<file path="config.mk">
export PLATFORM = sky130hd
export DESIGN_NAME = uart_tx_arbiter
export DESIGN_NICKNAME = d
export VERILOG_FILES = /design/src/rtl/uart_pkg.sv /design/src/rtl/rr_pick.sv /design/src/rtl/uart_tx_arbiter.sv
export SDC_FILE = /design/constraint.sdc
export NUM_CORES = 1
export LEC_CHECK = 0
export CAP_MARGIN = 25
export CORE_ASPECT_RATIO = 1.5
export CORE_MARGIN = 5
export CORE_UTILIZATION = 54
export DETAILED_ROUTE_END_ITERATION = 7
export PLACE_DENSITY = 0.86
export SLEW_MARGIN = 30
export SYNTH_ARGS = -nofsm -noshare
export SYNTH_HDL_FRONTEND = slang
export SYNTH_SLANG_ARGS = --single-unit
export TNS_END_PERCENT = 50
</file>
<file path="constraint.sdc">
create_clock -name clk -period 6.32 [get_ports clk]
set_input_delay 0.948 -clock clk [delete_from_list [all_inputs] [get_ports clk]]
set_output_delay 0.948 -clock clk [all_outputs]
set_load 0.03 [all_outputs]
</file>
<file path="src/rtl/uart_pkg.sv">
// uart_pkg: arbiter state encoding and the byte-width/timeout defaults shared by the UART blocks.
package uart_pkg;
  localparam int UART_DATA_W = 8;
  localparam int UART_TIMEOUT_CYCLES = 2000000;
  typedef enum logic [1:0] {IDLE, START, WAIT} arb_state_t;
endpackage

</file>
<file path="src/rtl/rr_pick.sv">
// rr_pick: combinational round-robin picker, first set valid bit at or after ptr with wrap.
module rr_pick #(
  parameter int N = 4,
  localparam int IW = $clog2(N)
) (
  input  logic [N-1:0]  valid,
  input  logic [IW-1:0] ptr,
  output logic [N-1:0]  grant,
  output logic [IW-1:0] idx
);
  always_comb begin
    grant = '0;
    idx = '0;
    for (int k = N - 1; k >= 0; k--) begin
      if (valid[(int'(ptr) + k) % N]) begin
        grant = '0;
        grant[(int'(ptr) + k) % N] = 1'b1;
        idx = IW'((int'(ptr) + k) % N);
      end
    end
  end
endmodule

</file>
<file path="src/rtl/uart_tx_arbiter.sv">
// uart_tx_arbiter: round-robin share of one uart_tx between NUM_REQ byte sources, with a WAIT watchdog.
module uart_tx_arbiter
  import uart_pkg::*;
#(
  parameter int NUM_REQ = 4,
  parameter int DATA_W = UART_DATA_W,
  parameter int TIMEOUT_CYCLES = UART_TIMEOUT_CYCLES,
  localparam int IW = $clog2(NUM_REQ)
) (
  input  logic                      clk,
  input  logic                      reset,
  input  logic [NUM_REQ-1:0]        req_valid,
  input  logic [NUM_REQ*DATA_W-1:0] req_data,
  output logic [NUM_REQ-1:0]        req_ready,
  output logic [DATA_W-1:0]         tx_data,
  output logic                      tx_start,
  input  logic                      tx_busy,
  input  logic                      tx_done,
  output logic [IW-1:0]             grant_id,
  output logic                      timeout_err
);
  localparam int CW = $clog2(TIMEOUT_CYCLES + 1);
  arb_state_t state, nstate;
  logic [IW-1:0] rr_ptr, pick_idx;
  logic [NUM_REQ-1:0] pick_grant;
  logic [CW-1:0] wd;
  logic wd_exp, leave;
  rr_pick #(.N(NUM_REQ)) u_pick (
    .valid(req_valid),
    .ptr(rr_ptr),
    .grant(pick_grant),
    .idx(pick_idx)
  );
  assign wd_exp = state == WAIT && !tx_done && wd == CW'(TIMEOUT_CYCLES - 1);
  assign leave = state == WAIT && (tx_done || wd_exp);
  always_comb begin
    nstate = state;
    req_ready = '0;
    tx_start = 1'b0;
    case (state)
      IDLE: begin
        req_ready = reset ? '0 : pick_grant;
        nstate = |req_valid ? START : IDLE;
      end
      START: begin
        tx_start = !reset && !tx_busy;
        nstate = tx_busy ? START : WAIT;
      end
      WAIT: nstate = leave ? IDLE : WAIT;
      default: nstate = IDLE;
    endcase
  end
  always_ff @(posedge clk) begin
    if (reset) begin
      state <= IDLE;
      rr_ptr <= '0;
      tx_data <= '0;
      grant_id <= '0;
      timeout_err <= 1'b0;
      wd <= '0;
    end else begin
      state <= nstate;
      if (state == IDLE && |req_valid) begin
        tx_data <= req_data[pick_idx*DATA_W +: DATA_W];
        grant_id <= pick_idx;
      end
      wd <= state == WAIT ? wd + 1'b1 : '0;
      if (wd_exp) timeout_err <= 1'b1;
      if (leave) rr_ptr <= grant_id == IW'(NUM_REQ - 1) ? '0 : grant_id + 1'b1;
    end
  end
endmodule

</file>
# Word-level counts from Yosys, hierarchy flattened
# Index checks and enable logic that the tools add are counted.
# op_classes
add_sub_neg	5
magnitude_cmp	8
n_eq_ne	4
n_shift	1
muxes	35
bitwise	4
n_reduce_logical	19
# ops
op	n
$shiftx 32x6->8	1
$mux 4	6
$add 21x1->21 const B	1
$eq 21x21->1 const B	1
$mux 2	7
$mux 1	13
$lt 3x4->1 const B	3
$ge 3x1->1 const B	3
$logic_and 1x1->1	9
$bmux 1 s2	4
$demux 1 s2	4
$reduce_or 2->1	4
$pmux 2 s3	1
$add 2x1->2 const B	2
$add 2x2->2 const B	2
$eq 2x2->1 const B	2
$reduce_or 4->1	1
$and 1x1->1 const A	3
$logic_not 1->1	3
$lt 2x3->1 const B	1
$eq 2x1->1 const B	1
$ge 2x1->1 const B	1
$logic_not 2->1	1
$logic_or 1x1->1	1
$not 1->1	1
# totals
ff_bits	36
inputBits	40
out_inout_bits	16
wordCells	82

# Logic depth before layout (Yosys ltp)
# Gate-level depths: netlist of the first run.
# depth
word_depth	13
ltp_mapped	11
mapped_depth_nobuf	8

# Hierarchy
# From an unflattened synthesis of the first run, not the netlist that was laid out.
# unflattened
hier_cells	247
hier_area_um2	2313.5
# by_module_without_submodules
mod	instances	cells_per_inst	area_per_inst_um2	seq_area_each_um2
uart_tx_arbiter	1	187	1823.0	720.7
rr_pick	1	60	490.5	0.0

# Worst setup path after synthesis of the first run
# OpenSTA, ideal clock, no wires.
# synth_path
path_kind	input-to-output
from	input req_valid[2]
to	output req_ready[0]
arrival_ns	2.775
required_time_ns	5.372
slack_ns	2.597
cell_stages	7
path_buffers	2
cell_sequence	clkbuf_1 -> mux4_2 -> nor2b_1 -> buf_2 -> a221oi_1 -> a211o_1 -> a21oi_1
# synth_via
elab_chain_len	9
word_cells_on_any_way	17
classes_between	mux (17)
# synth_lines
element	line	rtl
from (decl)	uart_tx_arbiter.sv:12	input logic [NUM_REQ-1:0] req_valid,
$bmux 1 s2	rr_pick.sv:15	if (valid[(int'(ptr) + k) % N]) begin
$mux 1 (not written as such) (2 in a row)	rr_pick.sv:15	
$mux 4 (3 in a row)	rr_pick.sv:15	
$mux 4 (*)	rr_pick.sv:15	
$mux 4 (*)	uart_tx_arbiter.sv:42	req_ready = reset ? '0 : pick_grant;
$mux 4 (*)	uart_tx_arbiter.sv:40	case (state)
to (decl)	uart_tx_arbiter.sv:14	output logic [NUM_REQ-1:0] req_ready,
# Mark *: on every way between the ends. The rest lies on a longest branch, timed or not. The select of a mux whose other input is x is not followed.

# Worst setup path after layout of the first run
# layout_path
from	register rr_ptr[0]
to	output req_ready[0]
# layout_via
elab_chain_len	13
word_cells_on_any_way	46
classes_between	add/sub (3); order compare (8); mux (25); bitwise (3); reduce/logical (7)
# layout_lines
element	line	rtl
from (decl)	uart_tx_arbiter.sv:24	logic [IW-1:0] rr_ptr, pick_idx;
from (signal assigned)	uart_tx_arbiter.sv:69	if (leave) rr_ptr <= grant_id == IW'(NUM_REQ - 1) ? '0 : grant_id + 1'b1;
$add 2x2->2	rr_pick.sv:15, rr_pick.sv:17	
$reduce_or 2->1 (no line)	n/a	
$and 1x1->1 (no line)	n/a	
$lt 3x4->1 (not written as such) or $ge 3x1->1 (tied branches)	rr_pick.sv:17	grant[(int'(ptr) + k) % N] = 1'b1;
$logic_and 1x1->1 (not written as such)	rr_pick.sv:17	
$mux 1 (not written as such)	rr_pick.sv:17	
$demux 1 s2	n/a	
$mux 4 (3 in a row)	rr_pick.sv:15	
$mux 4 (*)	rr_pick.sv:15	
$mux 4 (*)	uart_tx_arbiter.sv:42	
$mux 4 (*)	uart_tx_arbiter.sv:40	
# Marks and branches as above.

==> results of run 1 <==
[worst max-delay path, delay by kind of cell, from the launching register on]
family                   cells  cell delay, ns
multiplexers                 1            0.21
AO/OA/AOI/OAI                3            0.62
flip-flops                   1            0.88
buffers and inverters        2            1.25
adder cells (fa/ha/maj)      1            0.57
AND/OR/NAND/NOR              1            0.51
[synth_stat cells, types with 3 or more instances]
cell | instances | area [sq um]
nor2_1 | 55 | 206
dfxtp_1 | 36 | 721
nand2_1 | 23 | 86.3
a211oi_1 | 15 | 113
inv_1 | 11 | 41.3
ha_1 | 10 | 125
xnor2_1 | 10 | 87.6
clkbuf_1 | 9 | 33.8
xor2_1 | 9 | 78.8
nor3_1 | 8 | 40.0
nand3b_1 | 7 | 52.6
nand4_1 | 7 | 43.8
o31ai_1 | 7 | 52.6
a21oi_1 | 6 | 30.0
or3_1 | 6 | 37.5
a211o_1 | 5 | 43.8
mux2_2 | 5 | 56.3
nand3_1 | 5 | 25.0
nor2b_1 | 5 | 31.3
a221oi_1 | 4 | 35.0
mux4_2 | 4 | 90.1
nor4_1 | 4 | 25.0
o2111ai_1 | 4 | 35.0
and3_1 | 3 | 18.8
buf_2 | 3 | 15.0
o21ai_0 | 3 | 15.0
[per-stage QoR]
step	power [mW]	std cells	cell area [sq um]
after CTS	0.608	385	3010
after global placement	0.403	377	2900
after global routing	0.633	385	3010
after floorplan	0.342	290	2350
after detailed placement	0.406	377	2900
final	0.606	385	3010
[state kept, by name (all words and copies together) (netlist names)]
register     count
wd              21
tx_data          8
grant_id         2
rr_ptr           2
state            2
timeout_err      1
[per-layer routing]
layer	wire length, um	global-route usage	vias up
met4	142	0.0797	0
li1	-	-	1144
met1	2300	0.227	1076
met5	0	0	-
met3	260	0.0511	15
met2	3370	0.405	51
[cell families after synthesis]
family	count (synthesis)	synth area share
simple gates	135	0.280
compound gates	54	0.177
flops	36	0.306
buf+inv	26	0.0463
xor+xnor	19	0.0707
mux	10	0.0665
fa+ha+maj	10	0.0532
[worst max path at each step]
stage | depth (start not counted) | start | to
floorplan | 7 | req_valid[2] | req_ready[0]
global placement | 7 | req_valid[0] | req_ready[0]
detailed placement | 8 | rr_ptr[0]$_SDFFE_PP0P_ | req_ready[0]
CTS | 8 | rr_ptr[0]$_SDFFE_PP0P_ | req_ready[0]
global route | 8 | rr_ptr[0]$_SDFFE_PP0P_ | req_ready[3]
finish | 8 | rr_ptr[0]$_SDFFE_PP0P_ | req_ready[0]
[layout make-up]
| cell class | instances | area [sq um] |
|---|---|---|
| tap | 46 | 57.6 |
| inverter | 12 | 45.0 |
| clock inverter | 3 | 42.5 |
| fill | 328 | 1230 |
| timing repair buffer | 55 | 551 |
| clock buffer | 5 | 68.8 |
| multi-input combinational | 228 | 1530 |
| sequential | 36 | 721 |
[power by group]
part	switching [mW]	leakage [nW]	internal (mW)
clock	0.0867	0.0541	0.117
sequential	0.00935	0.293	0.238
combinational	0.0834	0.717	0.0721
==> results.tsv, run 1 <==
metric	value	unit
status	finished clean	
endpoint_kind	primary output	
fp.dieH	90.8	um
fin_hold_ws	0.462	ns
r2r_start	rr_ptr[0]$_SDFFE_PP0P_	
grt_pass1_wl	10500	um
ctsResizeCount	0	
antenna_found_initial	0	
reg2reg_slack	1.94	ns
antenna_left	0	
synth_ff_type	dfxtp_1	
p_per_area	201	mW/mm^2
io_buffers	55	
finClkSkew	0.0121	ns
cp_slowest_cell	dfxtp_1	
vias_per_cell	5.94	
clkTransAtPathRegs	0.08	ns
max_freq	189	MHz
syn_to_final_growth	28.1	%
post-route-util	0.710	
hold_viol_final	0	
r2r_end	tx_data[3]$_SDFFE_PP0P_	
grt_max_degree	24	
synth.distinct_cells	44	
min_path_cells	1	
maxCapViolCount	0	
fin_nets	388	
ios	56	
timing.final.ws_setup	1.02	ns
synth_nets	340	
first_iter_violations	160	
dieArea	0.00580	sq mm
dr.pass1.iters	4	
start_util	0.554	
clk_path_buf_depth	2	
yosys_warnings	0	
antenna_cells	0	
arrival	4.35	ns
tightest_slew	0.844	ns
rsz0062_at_grt	no	
gp_congestion	0.837	
cts_sinks	36	
ir_worst_vdd	0.231	mV
netlist_instances	290	
worstSetupStartpointType	flip-flop	
fin_crit	5.30	ns
final_cell_mix	nor2_1, clkdlybuf4s50_1, dfxtp_1	
grt_usage	0.217	
netlist_area	0.00235	sq mm
leakagePower	1.06	nW
critPathMaxFanout	23	
num_rows	29	
path_cells	clkinv_1 -> ha_1 -> mux4_2 -> nor2b_1 -> a221oi_1 -> a211o_1 -> a21oi_1 -> clkdlybuf4s50_1	
max_slew_margin	0.437	
hp-class	flip-flop to flip-flop	
worstHoldStart	wd[0]$_SDFF_PP0_	
fin_crit_sh	0.839	
yosysSeqAreaShare	0.306	
cts_setup_buffers	0	
cpPeakStageDelay	0.88	ns
ctsHoldBuffers	0	
worstHoldEndpoint	wd[0]$_SDFF_PP0_	
root_buffer	clkbuf_8	
r2r_cells	8	
setup_tns	0	ns
avgSynthCellArea	8.11	sq um
worstSkewPairLatency	0.30	ns
first_global_vias	2350	
vias	2286	
synthArstFlopShare	0	
routed_wl	6080	um
wl_per_cell	15.8	um
gr-total-overflow	0	
finalMaxSlewViolations	0	
synth_edf_count	0	
fp.dieW	63.9	um
cp.required	5.37	ns
synth-seq-cells	36	
cts_buffers	5	
worstSetupPathType	flip-flop to primary output	
core_area	0.00425	sq mm
pre_cts_slack	1.35	ns
drc	0	
dpl.hpwl	4560	um
cts_tree	done	
h-tree-depth	2	
finalSetupViolations	0	
drive_above_1_share	0.0678	
(Power assumes the default switching activity.)
==> inputs of run 2 (changes only) <==
Settings changed: CORE_UTILIZATION 54 to 50, PLACE_DENSITY 0.86 to 0.8.
Clock period 6.32 ns to 5.18 ns, I/O delays scaled along.
==> results.tsv, run 2 (synthesis results as in run 1) <==
metric	value	unit	change
status	finished clean		
final_cell_mix	nor2_1, clkdlybuf4s50_1, dfxtp_1		
clk_path_buf_depth	2		unchanged
crit_path_start	req_valid[0]		
cts_sinks	36		unchanged
r2r_cells	9		+1
antenna_cells	0		unchanged
p_per_area	228	mW/mm^2	+13%
first_global_vias	2204		-6.2%
h-tree-depth	2		unchanged
reg_top3	wd x21, tx_data x8		
cp.required	4.40	ns	-0.97 ns
clock_power_share	0.291		-0.045
root_buffer	clkbuf_8		
worstSkewPairLatency	0.28	ns	-0.02 ns
antenna_left	0		unchanged
ctsResizeCount	0		unchanged
ir_worst_vdd	0.197	mV	-15%
hp-class	flip-flop to flip-flop		
critPathMaxFanout	9		-61%
combPwrFrac	0.276		+0.019
power.switching	0.203	mW	+13%
cpPeakStageDelay	0.68	ns	-0.20 ns
met2_wirelength	3150	um	-6.7%
finalMaxSlewViolations	0		unchanged
fin_crit_sh	0.880		
worstSetupStartpointType	input port		
endpoint_kind	primary output		
dieArea	0.00620	sq mm	+6.9%
gp_congestion	0.823		-1.7%
clkTransAtPathRegs	0.07	ns	about the same
pwr-share-seq	0.433		+0.025
max_slew_margin	0.378		-0.0585
cp_slowest_cell	clkdlybuf4s50_1		
fin_nets	391		+0.77%
fin_crit	4.56	ns	
setup_tns	0	ns	unchanged
first_iter_violations	181		+13%
start_util	0.518		-0.0362
cts_buffers	5		unchanged
wl_met1	2350	um	+1.8%
multiInputGateArea	0.00152	sq mm	-0.33%
hold_viol_final	0		unchanged
fp.dieW	66.0	um	+3.3%
placed_area	0.00294	sq mm	+1.6%
highest_layer	met4		
ios	56		unchanged
ctsHoldBuffers	0		unchanged
grt_usage	0.200		-0.0169
finClkSkew	0.00468	ns	-0.00741 ns
drc	0		unchanged
design_area	0.00303	sq mm	+0.62%
grt_pass1_wl	9980	um	-4.7%
route.met3.wl	197	um	-24%
path_cells	clkdlybuf4s50_1 -> mux4_2 -> nor2b_1 -> a221oi_1 -> a211o_1 -> a21oi_1 -> clkdlybuf4s50_1		
min_path_cells	1		unchanged
antenna_found_initial	0		unchanged
drive_above_1_share	0.0673		-0.000595
post-route-util	0.667		-0.0422
p_int	0.487	mW	+14%
cp_common_cell	clkdlybuf4s50_1		
vias_per_cell	5.49		-7.6%
syn_to_final_growth	28.9	%	
max_freq	219	MHz	
gr-total-overflow	0		unchanged
rsz0062_at_grt	no		
maxCapViolCount	0		unchanged
swShare	0.294		-0.00189
leakagePower	1.07	nW	+0.47%
wl_per_cell	14.3	um	-9.4%
core_area	0.00454	sq mm	+7.0%
largest_reg_flops	21		unchanged
vias	2228		-2.5%
dr.pass1.iters	4		unchanged
num_rows	30		+3.4%
fp.dieH	94.0	um	+3.5%
worstHoldStart	wd[0]$_SDFF_PP0_		
p_total	0.690	mW	+14%
top_register	wd		
routed_wl	5810	um	-4.4%
tightest_slew	0.925	ns	+0.0811 ns
finalSetupViolations	0		unchanged
cts_setup_buffers	0		unchanged
worstSetupPathType	input port to primary output		
fin_hold_ws	0.462	ns	+0.000712 ns
grt_max_degree	23		-4.2%
dpl.hpwl	4480	um	-1.8%
fillCellCount	383		+17%
cts_tree	done		
seqCellArea	721	sq um	unchanged
r2r_start	rr_ptr[1]$_SDFFE_PP0P_		
arrival	3.78	ns	-0.57 ns
io_buffers	55		unchanged
run 2: through the flow:
step                      setup slack, ns  std cells
final                               0.620        406
after global routing                0.380        406
after CTS                           0.631        406
after detailed placement            0.636        398
after global placement              0.762        398
after floorplan                      1.76        290
run 2: cell type report:
type	count	area share
multi-input combinational	228	0.502
sequential	36	0.238
timing repair buffer	58	0.189
clock buffer	8	0.0297
tap	64	0.0264
inverter	12	0.0149
run 2: routing by layer:
metal / up-vias / global-route usage
met5: - / 0
met4: 0 / 0.0763
met3: 10 / 0.0371
met2: 35 / 0.364
met1: 1039 / 0.226
li1: 1144 / -
run 2: worst paths after layout:
path	to	slack, ns
worst min-delay path	wd[0]$_SDFF_PP0_	0.46
worst max register to register	tx_data[0]$_SDFFE_PP0P_	1.68
worst max-delay path	req_ready[2]	0.62
worst min register to register	wd[0]$_SDFF_PP0_	0.46
run 2: power groups by stage:
stage	Combinational [mW]	Clock, mW	Sequential [mW]
detailed placement	0.191	0	0.305
global placement	0.189	0	0.305
finish	0.191	0.201	0.299
global route	0.208	0.220	0.300
CTS	0.192	0.206	0.299
floorplan	0.0914	0	0.325
run 2: critical path, delay by kind of cell:
| family | cells | cell delay [ns] |
|---|---|---|
| compound gates | 3 | 0.63 |
| buf+inv | 2 | 1.24 |
| mux | 1 | 0.60 |
| simple gates | 1 | 0.53 |
